--- src/rtl/irq_ctrl_pkg.sv ---
// Shared definitions for the interrupt controller: register map, FSM states
// and the CLAIM result layout.
package irq_ctrl_pkg;

  localparam logic [2:0] ADDR_PENDING  = 3'd0;
  localparam logic [2:0] ADDR_ENABLE   = 3'd1;
  localparam logic [2:0] ADDR_EDGE     = 3'd2;
  localparam logic [2:0] ADDR_CLAIM    = 3'd3;
  localparam logic [2:0] ADDR_COMPLETE = 3'd4;

  localparam int CLAIM_VALID_BIT = 31;
  localparam int ID_W            = 5;

  typedef enum logic [1:0] {
    ST_IDLE,
    ST_ASSERT,
    ST_IN_SERVICE
  } state_t;

endpackage

--- src/rtl/irq_ctrl_prio_enc.sv ---
// Fixed-priority encoder: reports whether any request is set and the index of
// the lowest-numbered one.
module irq_prio_enc
  import irq_ctrl_pkg::*;
#(
  parameter int N = 8
) (
  input  logic [N-1:0]    i_req,
  output logic            o_valid,
  output logic [ID_W-1:0] o_id
);

  // Scan from the top down so the lowest set index is the last one written.
  always_comb begin
    o_valid = 1'b0;
    o_id    = '0;
    for (int i = N - 1; i >= 0; i--) begin
      if (i_req[i]) begin
        o_valid = 1'b1;
        o_id    = ID_W'(i);
      end
    end
  end

endmodule

--- src/rtl/irq_ctrl.sv ---
// Wishbone-attached interrupt controller: synchronized sources, edge/level
// pending logic, lowest-index arbitration and a claim/complete handshake.
module irq_ctrl
  import irq_ctrl_pkg::*;
#(
  parameter int NUM_SRC = 8
) (
  input  logic               clk_i,
  input  logic               reset_i,
  input  logic [NUM_SRC-1:0] irq_src_i,
  input  logic               wb_cyc_i,
  input  logic               wb_stb_i,
  input  logic               wb_we_i,
  input  logic [2:0]         wb_adr_i,
  input  logic [31:0]        wb_dat_i,
  output logic [31:0]        wb_dat_o,
  output logic               wb_ack_o,
  output logic               irq_o
);

  logic [NUM_SRC-1:0] r_sync1, r_sync2, r_sync3;
  logic [NUM_SRC-1:0] r_pend, r_enable, r_edge;
  logic               r_ack;
  logic [31:0]        r_dat;
  state_t             r_state;
  logic               r_irq;
  logic [ID_W-1:0]    r_isr_id;

  logic               w_req, w_wr, w_rd;
  logic [NUM_SRC-1:0] w_rise, w_active, w_clr, w_pend_next;
  logic               w_valid, w_claim, w_complete;
  logic [ID_W-1:0]    w_id;
  logic [31:0]        w_rdata;
  logic               w_unused;

  assign w_unused = ^wb_dat_i;

  // A new request is only accepted while ack is low, so acks never run back to back.
  assign w_req  = wb_cyc_i & wb_stb_i & ~r_ack;
  assign w_wr   = w_req & wb_we_i;
  assign w_rd   = w_req & ~wb_we_i;

  assign w_rise   = r_sync2 & ~r_sync3;
  assign w_active = r_pend & r_enable;

  irq_prio_enc #(.N(NUM_SRC)) u_prio (
    .i_req   (w_active),
    .o_valid (w_valid),
    .o_id    (w_id)
  );

  assign w_claim    = w_rd && (wb_adr_i == ADDR_CLAIM) && (r_state == ST_ASSERT) && w_valid;
  assign w_complete = w_wr && (wb_adr_i == ADDR_COMPLETE) && (r_state == ST_IN_SERVICE) &&
                      (wb_dat_i[ID_W-1:0] == r_isr_id);

  always_comb begin
    w_clr = '0;
    if (w_wr && (wb_adr_i == ADDR_PENDING))
      w_clr = w_clr | wb_dat_i[NUM_SRC-1:0];
    if (w_claim)
      w_clr = w_clr | (NUM_SRC'(1) << w_id);
  end

  // Edge bits: a fresh rise beats a simultaneous clear. Level bits track the input.
  assign w_pend_next = (r_edge & ((r_pend & ~w_clr) | w_rise)) | (~r_edge & r_sync2);

  always_comb begin
    w_rdata = '0;
    case (wb_adr_i)
      ADDR_PENDING: w_rdata = 32'(r_pend);
      ADDR_ENABLE:  w_rdata = 32'(r_enable);
      ADDR_EDGE:    w_rdata = 32'(r_edge);
      ADDR_CLAIM: begin
        if (w_claim) begin
          w_rdata[CLAIM_VALID_BIT] = 1'b1;
          w_rdata[ID_W-1:0]        = w_id;
        end
      end
      default:      w_rdata = '0;
    endcase
  end

  always_ff @(posedge clk_i or negedge reset_i) begin
    if (!reset_i) begin
      r_sync1  <= '0;
      r_sync2  <= '0;
      r_sync3  <= '0;
      r_pend   <= '0;
      r_enable <= '0;
      r_edge   <= '0;
      r_ack    <= 1'b0;
      r_dat    <= '0;
    end else begin
      r_sync1 <= irq_src_i;
      r_sync2 <= r_sync1;
      r_sync3 <= r_sync2;
      r_pend  <= w_pend_next;
      r_ack   <= w_req;
      r_dat   <= w_rd ? w_rdata : 32'd0;
      if (w_wr && (wb_adr_i == ADDR_ENABLE))
        r_enable <= wb_dat_i[NUM_SRC-1:0];
      if (w_wr && (wb_adr_i == ADDR_EDGE))
        r_edge <= wb_dat_i[NUM_SRC-1:0];
    end
  end

  // irq_o is registered alongside the state so it is high exactly in ASSERT.
  always_ff @(posedge clk_i or negedge reset_i) begin
    if (!reset_i) begin
      r_state  <= ST_IDLE;
      r_irq    <= 1'b0;
      r_isr_id <= '0;
    end else begin
      case (r_state)
        ST_IDLE: begin
          if (w_valid) begin
            r_state <= ST_ASSERT;
            r_irq   <= 1'b1;
          end
        end
        ST_ASSERT: begin
          if (w_claim) begin
            r_state  <= ST_IN_SERVICE;
            r_isr_id <= w_id;
            r_irq    <= 1'b0;
          end else if (!w_valid) begin
            r_state <= ST_IDLE;
            r_irq   <= 1'b0;
          end
        end
        ST_IN_SERVICE: begin
          r_irq <= 1'b0;
          if (w_complete)
            r_state <= ST_IDLE;
        end
        default: begin
          r_state <= ST_IDLE;
          r_irq   <= 1'b0;
        end
      endcase
    end
  end

  assign wb_ack_o = r_ack;
  assign wb_dat_o = r_dat;
  assign irq_o    = r_irq;

endmodule
--- config.mk ---
export PLATFORM = sky130hd
export DESIGN_NAME = irq_ctrl
export DESIGN_NICKNAME = d
export VERILOG_FILES = /design/src/rtl/irq_ctrl_pkg.sv /design/src/rtl/irq_ctrl_prio_enc.sv /design/src/rtl/irq_ctrl.sv
export SDC_FILE = /design/constraint.sdc
export NUM_CORES = 1
export LEC_CHECK = 0
export CELL_PAD_IN_SITES_DETAIL_PLACEMENT = 1
export CELL_PAD_IN_SITES_GLOBAL_PLACEMENT = 1
export CORE_MARGIN = 2
export CORE_UTILIZATION = 36
export DETAILED_ROUTE_END_ITERATION = 8
export GPL_ROUTABILITY_DRIVEN = 0
export GPL_TIMING_DRIVEN = 0
export PLACE_DENSITY_LB_ADDON = 0.1
export REMOVE_ABC_BUFFERS = 1
export SKIP_LAST_GASP = 1
export SLEW_MARGIN = 20
export SYNTH_ARGS = -nofsm -noshare
export SYNTH_HDL_FRONTEND = slang
export SYNTH_SLANG_ARGS = --single-unit
--- constraint.sdc ---
create_clock -name clk_i -period 2.45 [get_ports clk_i]
set_input_delay 0.49 -clock clk_i [delete_from_list [all_inputs] [get_ports clk_i]]
set_output_delay 0.49 -clock clk_i [all_outputs]
set_load 0.02 [all_outputs]
==> insert_results.sql <==
INSERT INTO impl_metrics (metric_group, metric, value, unit) VALUES
('status', 'outcome', 'finished, final reports clean', ''),
('route', 'wl_per_cell', '15.96', 'µm'),
('synthesis', 'yosys-top-cells-count', 'sky130_fd_sc_hd__dfrtp_1 (64), sky130_fd_sc_hd__nand2_1 (36), sky130_fd_sc_hd__buf_4 (23)', ''),
('synthesis', 'syn-instance-count', '239', ''),
('setup_path', 'worst-endpoint-required', '2.68', 'ns'),
('route', 'drcViolationCount', '0', ''),
('grt', 'grt_first_pass_wirelength', '9.991', 'mm'),
('clock_network', 'cts_hold_buffers', '0', ''),
('floorplanning', 'fp-row-count', '32', ''),
('timing', 'clock_skew', '0.008467', 'ns'),
('final_layout', 'drive_gt1_frac', '0.1544', ''),
('synthesis', 'yosys_warnings', '0', ''),
('power_and_ir_drop', 'pwr-share-seq', '0.472', ''),
('power_and_ir_drop', 'power.share.switching', '0.2715', ''),
('synthesis', 'number_of_enable_type_register_cells_in_the_synthesized_netlist', '0', ''),
('route', 'vias', '1877', ''),
('synthesis', 'yosys_register_bits', '64', ''),
('setup_path', 'start_kind', 'primary input', ''),
('route', 'drt_pass1_iterations', '4', ''),
('power_and_ir_drop', 'cellInternalPower', '0.001964', 'W'),
('power_and_ir_drop', 'part_of_the_power_in_the_clock_network', '0.369', ''),
('clock_network', 'cts.root.buffer_cell', 'sky130_fd_sc_hd__clkbuf_8', ''),
('timing', 'final_min_period_over_clock_period', '0.9509', ''),
('timing', 'timing.final.hold_violations', '0', ''),
('timing', 'max_freq', '0.4292', 'GHz'),
('clock_network', 'numCtsBuffers', '9', ''),
('timing', 'hold-worst-slack', '0.008911', 'ns'),
('power_and_ir_drop', 'power-per-cell-area', '794.7', 'nW/µm²'),
('flow_run', 'drv_cap', '0', ''),
('worst_hold_path', 'worst_hold_path_type', 'primary input to asynchronous set/reset pin', ''),
('clock_network', 'clock_latency', '0.34', 'ns'),
('power_and_ir_drop', 'power_switching', '0.0007319', 'W'),
('synthesis', 'synthDistinctLibCells', '45', ''),
('placement', 'place.detailed.instances', '370', ''),
('final_layout', 'multi_input_gate_area_in_the_final_layout', '1079', 'µm²'),
('grt', 'grt_antenna_before_repair', '0', ''),
('synthesis', 'syn_area', '2780', 'µm²'),
('final_layout', 'layout.nets', '328', ''),
('placement', 'dpl.hpwl', '4.217', 'mm'),
('route', 'drt-initial-drc-count', '125', ''),
('synthesis', 'seq_area_frac_synth', '0.5761', ''),
('setup_path', 'setup.reg_to_reg.worst_slack', '0.44', 'ns'),
('synthesis', 'yosys.area.top_type', 'sky130_fd_sc_hd__dfrtp_1', ''),
('clock_network', 'clkSinkCount', '64', ''),
('clock_network', 'clkTransAtPathRegs', '0.07', 'ns'),
('synthesis', 'leading_cell_type_by_number_of_instances_after_synthesis', 'sky130_fd_sc_hd__dfrtp_1', ''),
('timing', 'drv_slew', '0', ''),
('synthesis', 'share_of_the_synthesized_area_in_the_top_cell_type', '0.5761', ''),
('synthesis', 'syn_area_per_cell', '11.63', 'µm²'),
('synthesis', 'async_reset_ff_frac', '1.000', ''),
('power_and_ir_drop', 'p_leak', '1.522', 'nW'),
('setup_path', 'end_kind', 'flip-flop', ''),
('setup_path', 'crit_type', 'primary input to flip-flop', ''),
('timing', 'worstMarginPinSlew', '0.8211', 'ns'),
('route', 'vias_per_cell', '4.850', ''),
('floorplanning', 'die-height', '91.88', 'µm'),
('route', 'routed_wl', '6.175', 'mm'),
('floorplanning', 'die-area', '8442', 'µm²'),
('final_layout', 'syn2layout_area_growth', '22.01', '%'),
('grt', 'maximum_number_of_pins_on_one_net_before_global_route_repair', '48', ''),
('floorplanning', 'start_util', '0.3655', ''),
('timing', 'setup_viol', '0', ''),
('setup_path', 'cp.arrival', '2.56', 'ns'),
('synthesis', 'synth_ff_type', 'sky130_fd_sc_hd__dfrtp_1', ''),
('setup_path', 'ff2ff_path_depth', '5', ''),
('placement', 'buffers_on_ports', '34', ''),
('final_layout', 'final_cell_count_no_fill', '387', ''),
('route', 'final_antenna_net_count', '0', ''),
('floorplanning', 'die_width', '91.88', 'µm'),
('synthesis', 'yosys-top-cells-area', 'sky130_fd_sc_hd__dfrtp_1 (58%), sky130_fd_sc_hd__mux2_2 (6.5%), sky130_fd_sc_hd__buf_4 (6.2%)', ''),
('floorplanning', 'placeableCoreArea', '7607', 'µm²');
## sequential cells by signal, indices dropped and copies added (netlist names)
signal and flops:
irq_o 1, r_edge 8, wb_dat_o 9, wb_ack_o 1
r_enable 8, r_sync3 8, r_sync1 8, r_state 2
r_isr_id 3, r_sync2 8, r_pend 8
## stage by stage
step / util / instance area (µm²) / TNS (ns) / power (W)
detailed placement: 0.4178 / 3178 / -13.04 / 0.001728
CTS: 0.4456 / 3390 / 0 / 0.002737
global route: 0.4459 / 3392 / 0 / 0.002843
floorplan: - / 2670 / 0 / 0.001539
finish: 0.4459 / 3392 / 0 / 0.002696
global placement: 0.4125 / 3138 / -106.59 / 0.001712
## per-layer routing
layer,global-route usage,vias to the layer above,share of wire
met5,0,-,0
met4,0.08458,0,0.020
met3,0.04437,10,0.050
met2,0.2322,49,0.46
met1,0.2145,940,0.47
li1,-,878,-
## layout make-up
cell class                 instances  area share
clock inverter                     3     0.01918
multi-input combinational        167      0.3180
inverter                           2    0.002213
sequential                        64      0.4722
timing repair buffer              36      0.1070
tap                              102     0.03762
clock buffer                      13     0.04390
## power by group through the flow
stage	Clock, W	Combinational, W	Sequential (W)
2_1_floorplan	0	0.000266	0.00127
3_3_place_gp	0	0.000424	0.00129
3_5_place_dp	0	0.000436	0.00129
4_1_cts	0.00103	0.000436	0.00127
5_1_grt	0.00108	0.000475	0.00129
6_report	0.000994	0.000430	0.00127
## cells by family after synthesis
| kind of cell | Yosys count | synth area share |
|---|---|---|
| multiplexers | 24 | 0.09361 |
| buffers and inverters | 30 | 0.07200 |
| other | 1 | 0.001349 |
| XOR/XNOR | 3 | 0.009453 |
| flip-flops | 64 | 0.5761 |
| AND/OR/NAND/NOR | 76 | 0.1436 |
| AO/OA/AOI/OAI | 41 | 0.1040 |
## critical path, stage by stage
cell and delay (ns):
sky130_fd_sc_hd__clkdlybuf4s50_1 0.57, sky130_fd_sc_hd__nand2b_4 0.24, sky130_fd_sc_hd__or4_4 0.54, sky130_fd_sc_hd__nor4b_2 0.39
sky130_fd_sc_hd__nand2_1 0.10, sky130_fd_sc_hd__a22o_1 0.23
## layout by cell type (no fill, tap or decap), types with 2 or more instances in the layout
master                             n
sky130_fd_sc_hd__clkdlybuf4s50_1  31
sky130_fd_sc_hd__clkbuf_1          3
sky130_fd_sc_hd__conb_1           23
sky130_fd_sc_hd__nor2_1           16
sky130_fd_sc_hd__clkbuf_8         10
sky130_fd_sc_hd__dfrtp_1          64
sky130_fd_sc_hd__nand4_1           4
sky130_fd_sc_hd__o21ai_0           2
sky130_fd_sc_hd__a22oi_1           5
sky130_fd_sc_hd__a32o_1            3
sky130_fd_sc_hd__mux2_2           16
sky130_fd_sc_hd__nand2_1          36
sky130_fd_sc_hd__nand2b_1          2
sky130_fd_sc_hd__a21oi_1          12
sky130_fd_sc_hd__mux2i_1           8
sky130_fd_sc_hd__clkbuf_2          2
sky130_fd_sc_hd__nand3_1           2
sky130_fd_sc_hd__a211o_1           2
sky130_fd_sc_hd__nor3_1            2
sky130_fd_sc_hd__a21o_1            2
sky130_fd_sc_hd__buf_4             2
sky130_fd_sc_hd__bufinv_16         2
sky130_fd_sc_hd__a221oi_1          2
sky130_fd_sc_hd__a31oi_1           2
sky130_fd_sc_hd__a22o_1            3
sky130_fd_sc_hd__xnor2_1           3
sky130_fd_sc_hd__nand3b_1          2
## what timing repair did
item | 4_1_cts | 5_1_grt
cloned | 0 | 0
gates resized for setup | 2 | 5
setup endpoints to repair | 25 | 5
pin swaps | 0 | 1
setup buffers | 0 | 1
## how the worst max path moves through the flow
| stage | slack [ns] | cells after the start | endpoint | startpoint |
|---|---|---|---|---|
| 2_1_floorplan | 0.52 | 4 | r_pend[0] | wb_ack_o |
| 3_3_place_gp | -1.41 | 5 | r_pend[0] | wb_adr_i[0] |
| 3_5_place_dp | -0.61 | 6 | r_pend[5] | wb_adr_i[1] |
| 4_1_cts | 0.03 | 6 | wb_dat_o[1] | wb_adr_i[1] |
| 5_1_grt | 0.08 | 6 | r_pend[3] | wb_adr_i[2] |
| 6_report | 0.12 | 6 | r_pend[4] | wb_adr_i[2] |
No activity file was read; power rests on OpenSTA's default activity.
